**config.mk**
```make
export PLATFORM = sky130hd
export DESIGN_NAME = shift_seq_ctrl
export DESIGN_NICKNAME = d
export VERILOG_FILES = /design/src/rtl/shift_seq_ctrl.sv
export SDC_FILE = /design/constraint.sdc
export NUM_CORES = 1
export LEC_CHECK = 0
export BUFFER_PORTS_ARGS = -buffer_cell sky130_fd_sc_hd__buf_2
export CAP_MARGIN = 20
export CORE_MARGIN = 2
export CORE_UTILIZATION = 50
export CTS_BUF_LIST = sky130_fd_sc_hd__clkbuf_8
export DETAILED_ROUTE_END_ITERATION = 12
export GPL_ROUTABILITY_DRIVEN = 0
export PLACE_DENSITY = 0.8
export SYNTH_ARGS = -nofsm -noshare
export SYNTH_HDL_FRONTEND = slang
export SYNTH_SLANG_ARGS = --single-unit
```
**constraint.sdc**
```tcl
create_clock -name CLK -period 2.1 [get_ports CLK]
set_clock_uncertainty 0.05 [all_clocks]
set_input_delay 0.105 -clock CLK [delete_from_list [all_inputs] [get_ports CLK]]
set_output_delay 0.105 -clock CLK [all_outputs]
set_load 0.01 [all_outputs]
```
**src/rtl/shift_seq_ctrl.sv**
```systemverilog
// rtl/shift_seq_ctrl.sv - command sequencer for an external 4-bit universal shift register
//
// Purpose: accepts a shift command (parallel-in/serial-out right or left,
// serial capture right, rotate right) and drives the mode, parallel and
// serial inputs of a 74194-style register. Each command runs through
// IDLE -> LOAD -> SHIFT (COUNT cycles) -> FIN.
//
// Ports:
//   CLK            clock, rising edge active
//   CLR            asynchronous active-low reset
//   START          command request, sampled only in IDLE
//   CMD[1:0]       00 PISO-right, 01 PISO-left, 10 capture-right, 11 rotate-right
//   COUNT[2:0]     number of shift cycles (0..7)
//   DIN[3:0]       parallel word {A,B,C,D}
//   SER_IN         serial data for capture
//   PAUSE          freezes shifting while high (SHIFT only)
//   ABORT          cancels the command in LOAD/SHIFT
//   QA, QD         register taps
//   S1, S0         register mode (00 hold, 01 right, 10 left, 11 load)
//   PA..PD         register parallel inputs
//   SR_OUT, SL_OUT register right/left serial inputs
//   TX_BIT         bit leaving the register, TX_VALID its qualifier
//   BUSY           command in progress (LOAD, SHIFT, FIN)
//   DONE           one-cycle completion pulse (FIN)
module shift_seq_ctrl (
  input  logic       CLK,
  input  logic       CLR,
  input  logic       START,
  input  logic [1:0] CMD,
  input  logic [2:0] COUNT,
  input  logic [3:0] DIN,
  input  logic       SER_IN,
  input  logic       PAUSE,
  input  logic       ABORT,
  input  logic       QA,
  input  logic       QD,
  output logic       S1,
  output logic       S0,
  output logic       PA,
  output logic       PB,
  output logic       PC,
  output logic       PD,
  output logic       SR_OUT,
  output logic       SL_OUT,
  output logic       TX_BIT,
  output logic       TX_VALID,
  output logic       BUSY,
  output logic       DONE
);

  typedef enum logic [1:0] {IDLE, LOAD, SHIFT, FIN} state_t;

  localparam logic [1:0] CMD_PISO_R = 2'b00;
  localparam logic [1:0] CMD_PISO_L = 2'b01;
  localparam logic [1:0] CMD_CAPT_R = 2'b10;
  localparam logic [1:0] CMD_ROT_R  = 2'b11;

  state_t     state;
  logic [1:0] cmd_q;
  logic [2:0] rem;
  logic [3:0] word_q;

  // Sequencing state plus the BUSY/DONE flags, all registered together so
  // the flags always agree with the state they describe.
  always_ff @(posedge CLK or negedge CLR) begin
    if (!CLR) begin
      state  <= IDLE;
      cmd_q  <= 2'b00;
      rem    <= 3'd0;
      word_q <= 4'b0000;
      BUSY   <= 1'b0;
      DONE   <= 1'b0;
    end else begin
      DONE <= 1'b0;
      case (state)
        IDLE: begin
          if (START) begin
            cmd_q  <= CMD;
            rem    <= COUNT;
            // Capture starts from an empty register so only SER_IN bits land in it.
            word_q <= (CMD == CMD_CAPT_R) ? 4'b0000 : DIN;
            state  <= LOAD;
            BUSY   <= 1'b1;
          end
        end
        LOAD: begin
          if (ABORT) begin
            state <= IDLE;
            rem   <= 3'd0;
            BUSY  <= 1'b0;
          end else if (rem != 3'd0) begin
            state <= SHIFT;
          end else begin
            state <= FIN;
            DONE  <= 1'b1;
          end
        end
        SHIFT: begin
          // ABORT wins over PAUSE.
          if (ABORT) begin
            state <= IDLE;
            rem   <= 3'd0;
            BUSY  <= 1'b0;
          end else if (!PAUSE) begin
            rem <= rem - 3'd1;
            if (rem == 3'd1) begin
              state <= FIN;
              DONE  <= 1'b1;
            end
          end
        end
        FIN: begin
          state <= IDLE;
          BUSY  <= 1'b0;
        end
        default: begin
          state <= IDLE;
          BUSY  <= 1'b0;
        end
      endcase
    end
  end

  // Register controls depend on live PAUSE, SER_IN and the register taps,
  // so they are decoded combinationally from the registered state.
  always_comb begin
    {S1, S0}         = 2'b00;
    {PA, PB, PC, PD} = 4'b0000;
    SR_OUT           = 1'b0;
    SL_OUT           = 1'b0;
    TX_BIT           = 1'b0;
    TX_VALID         = 1'b0;
    case (state)
      LOAD: begin
        {S1, S0}         = 2'b11;
        {PA, PB, PC, PD} = word_q;
      end
      SHIFT: begin
        case (cmd_q)
          CMD_CAPT_R: SR_OUT = SER_IN;
          CMD_ROT_R:  SR_OUT = QD;
          default:    SR_OUT = 1'b0;
        endcase
        if (!PAUSE) begin
          {S1, S0} = (cmd_q == CMD_PISO_L) ? 2'b10 : 2'b01;
          TX_VALID = 1'b1;
          // Left shifts push bits out of QA; everything else leaves via QD.
          TX_BIT   = (cmd_q == CMD_PISO_L) ? QA : QD;
        end
      end
      default: begin
        {S1, S0} = 2'b00;
      end
    endcase
  end

endmodule

```
==> impl_metrics.yaml, run 1 <==
synth:
  synth_warnings: 0
  synthesis.area_um2: 821
  yosys.area_share.simple: 0.197
  synth_compound_area_frac: 0.165
  synthTopCellsByCount: "dfrtp_1, ha_1, inv_1, nor2_1, a21oi_1"
  synth_top_area_frac: 0.396
  synthCells: 88
  synth_fa_ha_area_frac: 0.122
  synth_area_leader_cell: "dfrtp_1"
  synthXorXnorAreaFrac: 0
  synth_nets: 113
  synth_edf_count: 0
  ys_top_cells_by_area: "dfrtp_1, ha_1, a21oi_1"
  synth-seq-cells: 13
  async_flop_share: 1.00
  synth_top_family_by_area: "simple AND/OR/NAND/NOR gates"
  syn_area_per_cell_um2: 9.33
  yosys.cell_types.count: 24
  ys_seq_area_frac: 0.396
  synth.most_common_cell: "dfrtp_1"
  ys.flop_type: "dfrtp_1"
  synthMuxAreaShare: 0.0640
run_status:
  status: "finished, final reports clean"
timing:
  rsz0062_at_grt: "no"
  drv_slew: 0
  fin_tns_setup_ns: 0
  fin_crit_sh: 0.841
  report.final.hold_viol_count: 0
  setup_viol: 0
  finalCriticalPeriod_ns: 1.77
  fmax_ghz: 0.566
  holdWs_ns: 0.0302
setup_path:
  startpoint_type: "register"
  worstSetupPathType: "register to output port"
  path_max_fanout: 6
  arrival_ns: 1.61
  end_kind: "output port"
  worst-r2r-setup-slack_ns: 0.43
  required_ns: 1.95
grt:
  grt_overflow: 0
  grt.total_usage: 0.224
  grt_pass1_wl_um: 3240
  grt_pass1_vias: 734
  grt_max_degree: 14
  antenna_found_initial: 0
detailed_routing:
  drtIter0Drc: 18
  num_vias: 726
  remaining_drc_errors: 0
  dr.pass1.iters: 4
  vias_per_cell: 5.42
  wl_um: 1830
  ant_nets: 0
  wl_per_cell_um: 13.7
final_layout:
  drive_gt1_frac: 0.288
  syn2layout_area_growth_pct: 24.1
  fin_nets: 144
  final.fill_count: 120
  n_antenna_cell: 0
clocking:
  clk_latency_ns: 0.24
  cts_max_level: 1
  cts_buffers: 3
  cts_tree: "yes"
  clk_pin_slew_worst_paths_ns: 0.06
  clock_sinks: 13
  cts-root-buf: "clkbuf_8"
  clock_path_buffers: 2
pwr:
  p_leak_nw: 0.535
  pwr_density_cell_mw_per_mm2: 1420
  ir_drop_uv: 768
die:
  rows: 14
  die_area_mm2: 0.00198
  die_h_um: 44.5
  initial_core_util: 0.539
  core-area_mm2: 0.00152
  ios: 29
  die_w_um: 44.5
min_path:
  hp-class: "input pin to register"
place:
  portBuffers: 27
  hpwl_um: 1390
job:
  drv_cap: 0
-- timing repair --
action / in CTS / in global routing
gates resized for setup: 0 / 0
setup buffers: 0 / 0
hold buffers: 1 / 0
endpoints found under the hold margin: 13 / 0
-- cell families after synthesis --
| logic type | Yosys count |
|---|---|
| mux | 5 |
| compound gates | 21 |
| other cells | 1 |
| buf+inv | 10 |
| flops | 13 |
| simple gates | 30 |
| fa+ha+maj | 8 |
-- registers in the layout, indices dropped and copies added, names as in the netlist --
signal  count
word_q      4
BUSY        1
DONE        1
state       2
cmd_q       2
rem         3
-- metal layers --
layer  GRT usage  wire [µm]  up-vias
li1            -          -      360
met1       0.281        795      337
met2       0.365        905       22
met3      0.0449         97        7
met4       0.103         34        0
met5           0          0        -
-- layout make-up --
cell class	count	area [µm²]	area share
clock buffers	3	41.3	0.0405
clock inverters	1	3.75	0.00369
inverters	8	30.0	0.0295
multi-input cells	65	453	0.445
flip-flops and latches	13	325	0.319
well taps	16	20.0	0.0197
repair buffers	28	145	0.143
-- path summary, 6_finish.rpt --
path | end | from | cells after the start
setup / recovery | S1 | state[0] | 7
hold / removal | word_q[3] | DIN[3] | 2
setup reg to reg | BUSY | state[0] | 5
hold reg to reg | rem[1] | rem[1] | 2
max in group asynchronous | cmd_q[0] | CLR | 2
min in group asynchronous | state[0] | CLR | 2
-- per-stage QoR --
stage / setup slack [ns] / util / total power [mW] / std cells / area (µm²)
global placement: 0.535 / 0.632 / 1.18 / 129 / 963
finish: 0.334 / 0.668 / 1.45 / 134 / 1020
detailed placement: 0.445 / 0.632 / 1.22 / 129 / 963
floorplan: 0.684 / - / 0.997 / 88 / 821
global route: 0.182 / 0.668 / 1.60 / 134 / 1020
CTS: 0.342 / 0.668 / 1.45 / 134 / 1020
-- worst max-delay path, stage by stage (launching register included) --
cell and delay (ns):
dfrtp_1 0.40, inv_1 0.13, ha_1 0.31, nand2b_1 0.13
nor2_1 0.12, nor2_1 0.05, nor2_1 0.09, buf_2 0.14
-- layout by cell type, fill, tap and decap left out --
cell type | synthesis | routed
nand2_1 | 6 | 6
buf_2 | 1 | 27
dlygate4sd3_1 | 0 | 1
and2_1 | 4 | 4
conb_1 | 1 | 1
nor2b_1 | 2 | 2
nor3b_2 | 1 | 1
a21oi_1 | 7 | 7
mux2_2 | 2 | 2
nor3_1 | 3 | 3
o41ai_1 | 1 | 1
inv_1 | 8 | 9
o21ai_1 | 1 | 1
and4bb_1 | 1 | 1
a32oi_1 | 1 | 1
ha_1 | 8 | 8
nor4_1 | 1 | 1
o21ai_0 | 6 | 6
mux2i_1 | 3 | 3
o211ai_2 | 1 | 1
dfrtp_1 | 13 | 13
clkbuf_8 | 0 | 3
nand2b_1 | 4 | 4
a22o_1 | 4 | 4
nor2_1 | 8 | 8
-- power by group --
group | total, mW | internal, mW | switching, mW
logic | 0.786 | 0.331 | 0.456
registers | 0.439 | 0.363 | 0.0759
clock network | 0.226 | 0.129 | 0.0967
total | 1.45 | 0.823 | 0.628
Power figures use the tool's default switching activity.
==> run 2: changes to the inputs <==
--- a/config.mk
+++ b/config.mk
@@ -8,11 +8,11 @@
 export BUFFER_PORTS_ARGS = -buffer_cell sky130_fd_sc_hd__buf_2
 export CAP_MARGIN = 20
 export CORE_MARGIN = 2
-export CORE_UTILIZATION = 50
+export CORE_UTILIZATION = 45
 export CTS_BUF_LIST = sky130_fd_sc_hd__clkbuf_8
 export DETAILED_ROUTE_END_ITERATION = 12
 export GPL_ROUTABILITY_DRIVEN = 0
-export PLACE_DENSITY = 0.8
+export PLACE_DENSITY = 0.76
 export SYNTH_ARGS = -nofsm -noshare
 export SYNTH_HDL_FRONTEND = slang
 export SYNTH_SLANG_ARGS = --single-unit
==> constraint.sdc (replaced) <==
create_clock -name CLK -period 1.4 [get_ports CLK]
set_clock_uncertainty 0.05 [all_clocks]
set_input_delay 0.07 -clock CLK [delete_from_list [all_inputs] [get_ports CLK]]
set_output_delay 0.07 -clock CLK [all_outputs]
set_load 0.01 [all_outputs]
==> run 2 against run 1 <==
Against the previous run: the run now ends with negative hold slack, negative setup slack left; count of clock-buffer cells in the layout stayed put; total power rose by 120%; largest power group unchanged; hold slack got worse by 0.031 ns; final cell count increased by 21%; die area up 10%; highest routed layer unchanged.
==> impl_metrics.yaml, run 2 (same netlist as run 1, synthesis figures left out) <==
detailed_routing:
  wl_um: 2440
  top_layer_used: "met4"
  dr_wl_met3_um: 150
  drtIter0Drc: 4
  wl_per_cell_um: 15.1
  vias_per_cell: 5.22
  ant_nets: 0
  dr_wl_met2_um: 1250
  remaining_drc_errors: 0
  num_vias: 846
  drt-met1-wl_um: 1030
  dr.pass1.iters: 4
grt:
  grt.total_usage: 0.226
  grt_pass1_vias: 802
  grt_max_degree: 14
  grt_pass1_wl_um: 3450
  grt_overflow: 0
  antenna_found_initial: 0
setup_path:
  path_max_fanout: 6
  worst-r2r-setup-slack_ns: -0.11
  slowest_delay_ns: 0.40
  arrival_ns: 1.45
  crit_slowest_cell: "dfrtp_1"
  required_ns: 1.28
  startpoint_type: "register"
  worstPathBufferInverterCount: 3
  crit_chain: "buf_6, ha_4, nand2b_4, inv_1, a21oi_2, nor2_4, buf_6"
  crit_family: "flip-flops"
  worstSetupPathType: "register to output port"
  end_kind: "output port"
  cpMostUsedCell: "buf_6"
final_layout:
  final_cell_area_mm2: 0.00135
  regMostFlops: "word_q"
  most-common-layout-cells: "buf_2, dfrtp_1, buf_4"
  fin_nets: 163
  largest_reg_flops: 4
  final_common_cell: "buf_2"
  final.fill_count: 119
  drive_gt1_frac: 0.577
  syn2layout_area_growth_pct: 63.9
  reg_top3: "word_q: 4 flops, rem: 3 flops"
  n_antenna_cell: 0
run_status:
  violations: "negative hold slack, negative setup slack"
  status: "complete, but fails checks"
die:
  ios: 29
  die_w_um: 46.7
  initial_core_util: 0.475
  die_area_mm2: 0.00218
  die_h_um: 46.7
  rows: 15
  core-area_mm2: 0.00173
place:
  portBuffers: 27
  pre_cts_slack_ns: -0.145
  hpwl_um: 1550
  place_area_mm2: 0.00106
timing:
  fin_crit_sh: 1.12
  setup_viol: 13
  drv_slew: 0
  finalCriticalPeriod_ns: 1.57
  setup_slack_ns: -0.166
  fin_tns_setup_ns: -0.879
  fmax_ghz: 0.639
  rsz0062_at_grt: "yes"
  report.final.hold_viol_count: 1
  holdWs_ns: -0.000666
clocking:
  cts_tree: "yes"
  clk_pin_slew_worst_paths_ns: 0.06
  cts_max_level: 1
  clk_latency_ns: 0.25
  cts-root-buf: "clkbuf_8"
  clock_path_buffers: 2
  clock_sinks: 13
  cts_buffers: 3
pwr:
  fin_total_pwr_mw: 3.21
  p_leak_nw: 0.663
  ir_drop_uv: 1320
  pwr_density_cell_mw_per_mm2: 2390
job:
  drv_cap: 0
min_path:
  hp-class: "input pin to register"
==> run 2: changes by cell type in the layout (fill, tap and decap cells not counted), moves of 3 or more <==
cell      before  now
a21oi_1        7    3
a21oi_2        0    4
buf_4          0   13
buf_6          0    5
ha_1           8    4
inv_1          9    4
inv_2          0    4
nand2b_1       4    1
nor2_1         8    5
o21ai_0        6    2
==> run 2: per-layer routing <==
metal	GRT usage	up-vias
met2	0.389	38
met4	0.0944	0
li1	-	399
met1	0.266	405
met3	0.0588	4
met5	0	-
==> run 2: final timing paths <==
path / from / end / cells past startpoint
max in group asynchronous: CLR / rem[1] / 2
setup reg to reg: state[1] / rem[2] / 6
setup / recovery: state[1] / S0 / 7
hold / removal: DIN[2] / word_q[2] / 2
hold reg to reg: word_q[2] / word_q[2] / 1
min in group asynchronous: CLR / state[1] / 2
==> run 2: final cells by class <==
type | instances | area [µm²] | share of cell area
sequential | 13 | 325 | 0.242
timing repair buffer | 47 | 314 | 0.233
inverter | 8 | 32.5 | 0.0242
clock inverter | 1 | 3.75 | 0.00279
multi-input combinational | 65 | 597 | 0.444
tap | 25 | 31.3 | 0.0233
clock buffer | 3 | 41.3 | 0.0307
==> run 2: timing repair <==
item                                    in CTS  in global routing
endpoints found under the setup margin      20                 20
pin swaps                                    3                 11
hold buffers                                 3                  0
buffers inserted                             3                  3
gates resized for setup                     21                 24
endpoints found under the hold margin       15                  0
==> run 2: stage by stage <==
stage          instances  hold slack (ns)  utilization
2_1_floorplan         88           -0.276            -
3_3_place_gp         149          -0.0728        0.612
4_1_cts              159          0.00123        0.716
6_report             162        -0.000666        0.779
3_5_place_dp         149          -0.0712        0.612
5_1_grt              162          0.00662        0.779
==> run 2: power by group <==
group	leakage (nW)	internal [mW]	switching [mW]
combinational	0.471	1.11	1.09
clock	0.0269	0.194	0.143
sequential	0.165	0.545	0.123
==> run 3: changes to the inputs <==
--- a/config.mk
+++ b/config.mk
@@ -10,9 +10,11 @@
 export CORE_MARGIN = 2
 export CORE_UTILIZATION = 45
 export CTS_BUF_LIST = sky130_fd_sc_hd__clkbuf_8
+export CTS_CLUSTER_SIZE = 28
 export DETAILED_ROUTE_END_ITERATION = 12
 export GPL_ROUTABILITY_DRIVEN = 0
 export PLACE_DENSITY = 0.76
+export RECOVER_POWER = 25
 export SYNTH_ARGS = -nofsm -noshare
 export SYNTH_HDL_FRONTEND = slang
 export SYNTH_SLANG_ARGS = --single-unit
==> run 3 against run 2 <==
Against the previous run: the run still ends with negative hold slack, negative setup slack left; global-route usage is the same; sequential share of layout area is essentially flat; non-clock buffer count is the same; worst setup slack is essentially flat; clock power is essentially flat; total power is essentially flat; largest cell class unchanged.
==> impl_metrics.yaml, run 3 (same netlist as run 1, synthesis figures left out) <==
die:
  die_area_mm2: 0.00218
  rows: 15
  die_h_um: 46.7
  core-area_mm2: 0.00173
  die_w_um: 46.7
  ios: 29
  initial_core_util: 0.475
run_status:
  status: "complete, but fails checks"
  violations: "negative hold slack, negative setup slack"
setup_path:
  crit_slowest_cell: "dfrtp_1"
  worstSetupPathType: "register to output port"
  required_ns: 1.28
  r2r_start: "state[1]"
  end_kind: "output port"
  crit_chain: "buf_6, ha_4, nand2b_4, inv_1, a21oi_2, nor2_4, buf_6"
  slowest_delay_ns: 0.40
  cpMostUsedCell: "buf_6"
  startpoint_type: "register"
  arrival_ns: 1.45
  rr_worst_depth: 6
  path_max_fanout: 6
  startpoint: "state[1]"
timing:
  rsz0062_at_grt: "yes"
  holdWs_ns: -0.000664
  setup_slack_ns: -0.165
  relSlewSlack: 0.501
  setup_viol: 13
  finalCriticalPeriod_ns: 1.57
  max_slew.worst_pin.slew_ns: 0.748
  fin_crit_sh: 1.12
  report.final.hold_viol_count: 1
  drv_slew: 0
  fmax_ghz: 0.639
detailed_routing:
  drtIter0Drc: 4
  wl_per_cell_um: 15.0
  dr.pass1.iters: 4
  ant_nets: 0
  wl_um: 2440
  num_vias: 849
  remaining_drc_errors: 0
  vias_per_cell: 5.24
place:
  portBuffers: 27
  place_area_mm2: 0.00106
  hpwl_um: 1550
final_layout:
  reg_top3: "word_q: 4 flops, rem: 3 flops"
  most-common-layout-cells: "buf_2, dfrtp_1, buf_4"
  drive_gt1_frac: 0.569
  final.fill_count: 119
  largest_reg_flops: 4
  n_antenna_cell: 0
  fin_nets: 163
  final_cell_area_mm2: 0.00134
  regMostFlops: "word_q"
  final_common_cell: "buf_2"
  syn2layout_area_growth_pct: 63.7
clocking:
  cts_buffers: 3
  cts_max_level: 1
  cts-root-buf: "clkbuf_8"
  clk_pin_slew_worst_paths_ns: 0.06
  clk_latency_ns: 0.24
  clock_path_buffers: 2
  clock_sinks: 13
  cts_tree: "yes"
job:
  drv_cap: 0
pwr:
  p_leak_nw: 0.660
  fin_total_pwr_mw: 3.21
  pwr_density_cell_mw_per_mm2: 2390
  ir_drop_uv: 1310
grt:
  grt.total_usage: 0.226
  grt_pass1_vias: 802
  grt_max_degree: 14
  grt_pass1_wl_um: 3450
  antenna_found_initial: 0
  grt_overflow: 0
min_path:
  hp-start: "DIN[2]"
  hold_depth: 2
  hp-class: "input pin to register"
-- run 3: changes by cell type in the layout (fill, tap and decap cells not counted), sizes merged --
| cell | previous run | this run |
|---|---|---|
| buf | 44 | 43 |
| clkbuf | 3 | 4 |
-- run 3: power by group --
part           total (mW)  internal [mW]  leakage [nW]  switching (mW)
logic                2.21           1.11         0.469            1.09
clock network       0.336          0.194        0.0269           0.142
registers           0.668          0.545         0.165           0.123
total                3.21           1.85         0.660            1.36
-- run 3: metrics by stage --
step           setup TNS, ns   util  hold WS (ns)  setup slack [ns]  std cells
2_1_floorplan              0      -        -0.276            0.0162         88
3_3_place_gp          -0.188  0.612       -0.0728           -0.0725        149
3_5_place_dp          -0.647  0.612       -0.0712            -0.145        149
4_1_cts               -0.690  0.716       0.00123            -0.104        159
5_1_grt                -1.72  0.778       0.00662            -0.212        162
6_report              -0.895  0.778     -0.000664            -0.165        162
-- run 3: worst max-delay path: cells and delay by family, from the launching register on --
family          cells  cell delay (ns)
flops               1             0.40
simple gates        2             0.12
buf+inv             3             0.30
fa+ha+maj           1             0.18
compound gates      1             0.19
-- run 3: path summary, 6_finish.rpt --
kind,slack [ns],to
hold / removal,-0.0007,word_q[2]
hold reg to reg,0.45,word_q[2]
setup reg to reg,-0.11,rem[2]
setup / recovery,-0.17,S0
max in group asynchronous,0.47,rem[1]
min in group asynchronous,0.35,state[1]
-- run 3: per-layer routing --
metal / global-route usage / part of all wire
met5: 0 / 0
met4: 0.0944 / 0.0070
met3: 0.0588 / 0.067
met2: 0.389 / 0.51
met1: 0.266 / 0.42
-- run 3: final cells by class --
class / instances / area, µm² / area share
repair buffers: 47 / 313 / 0.233
clock buffers: 3 / 41.3 / 0.0307
inverters: 8 / 32.5 / 0.0242
clock inverters: 1 / 3.75 / 0.00279
flip-flops and latches: 13 / 325 / 0.242
multi-input cells: 65 / 597 / 0.444
well taps: 25 / 31.3 / 0.0233
-- run 3: what timing repair did --
| action | in CTS | in global routing |
|---|---|---|
| hold endpoints to repair | 15 | 0 |
| setup endpoints to repair | 20 | 20 |
| hold buffers | 3 | 0 |
| pin swaps | 3 | 11 |
| cloned | 0 | 0 |
| resized for setup | 21 | 24 |
| setup buffers | 3 | 3 |
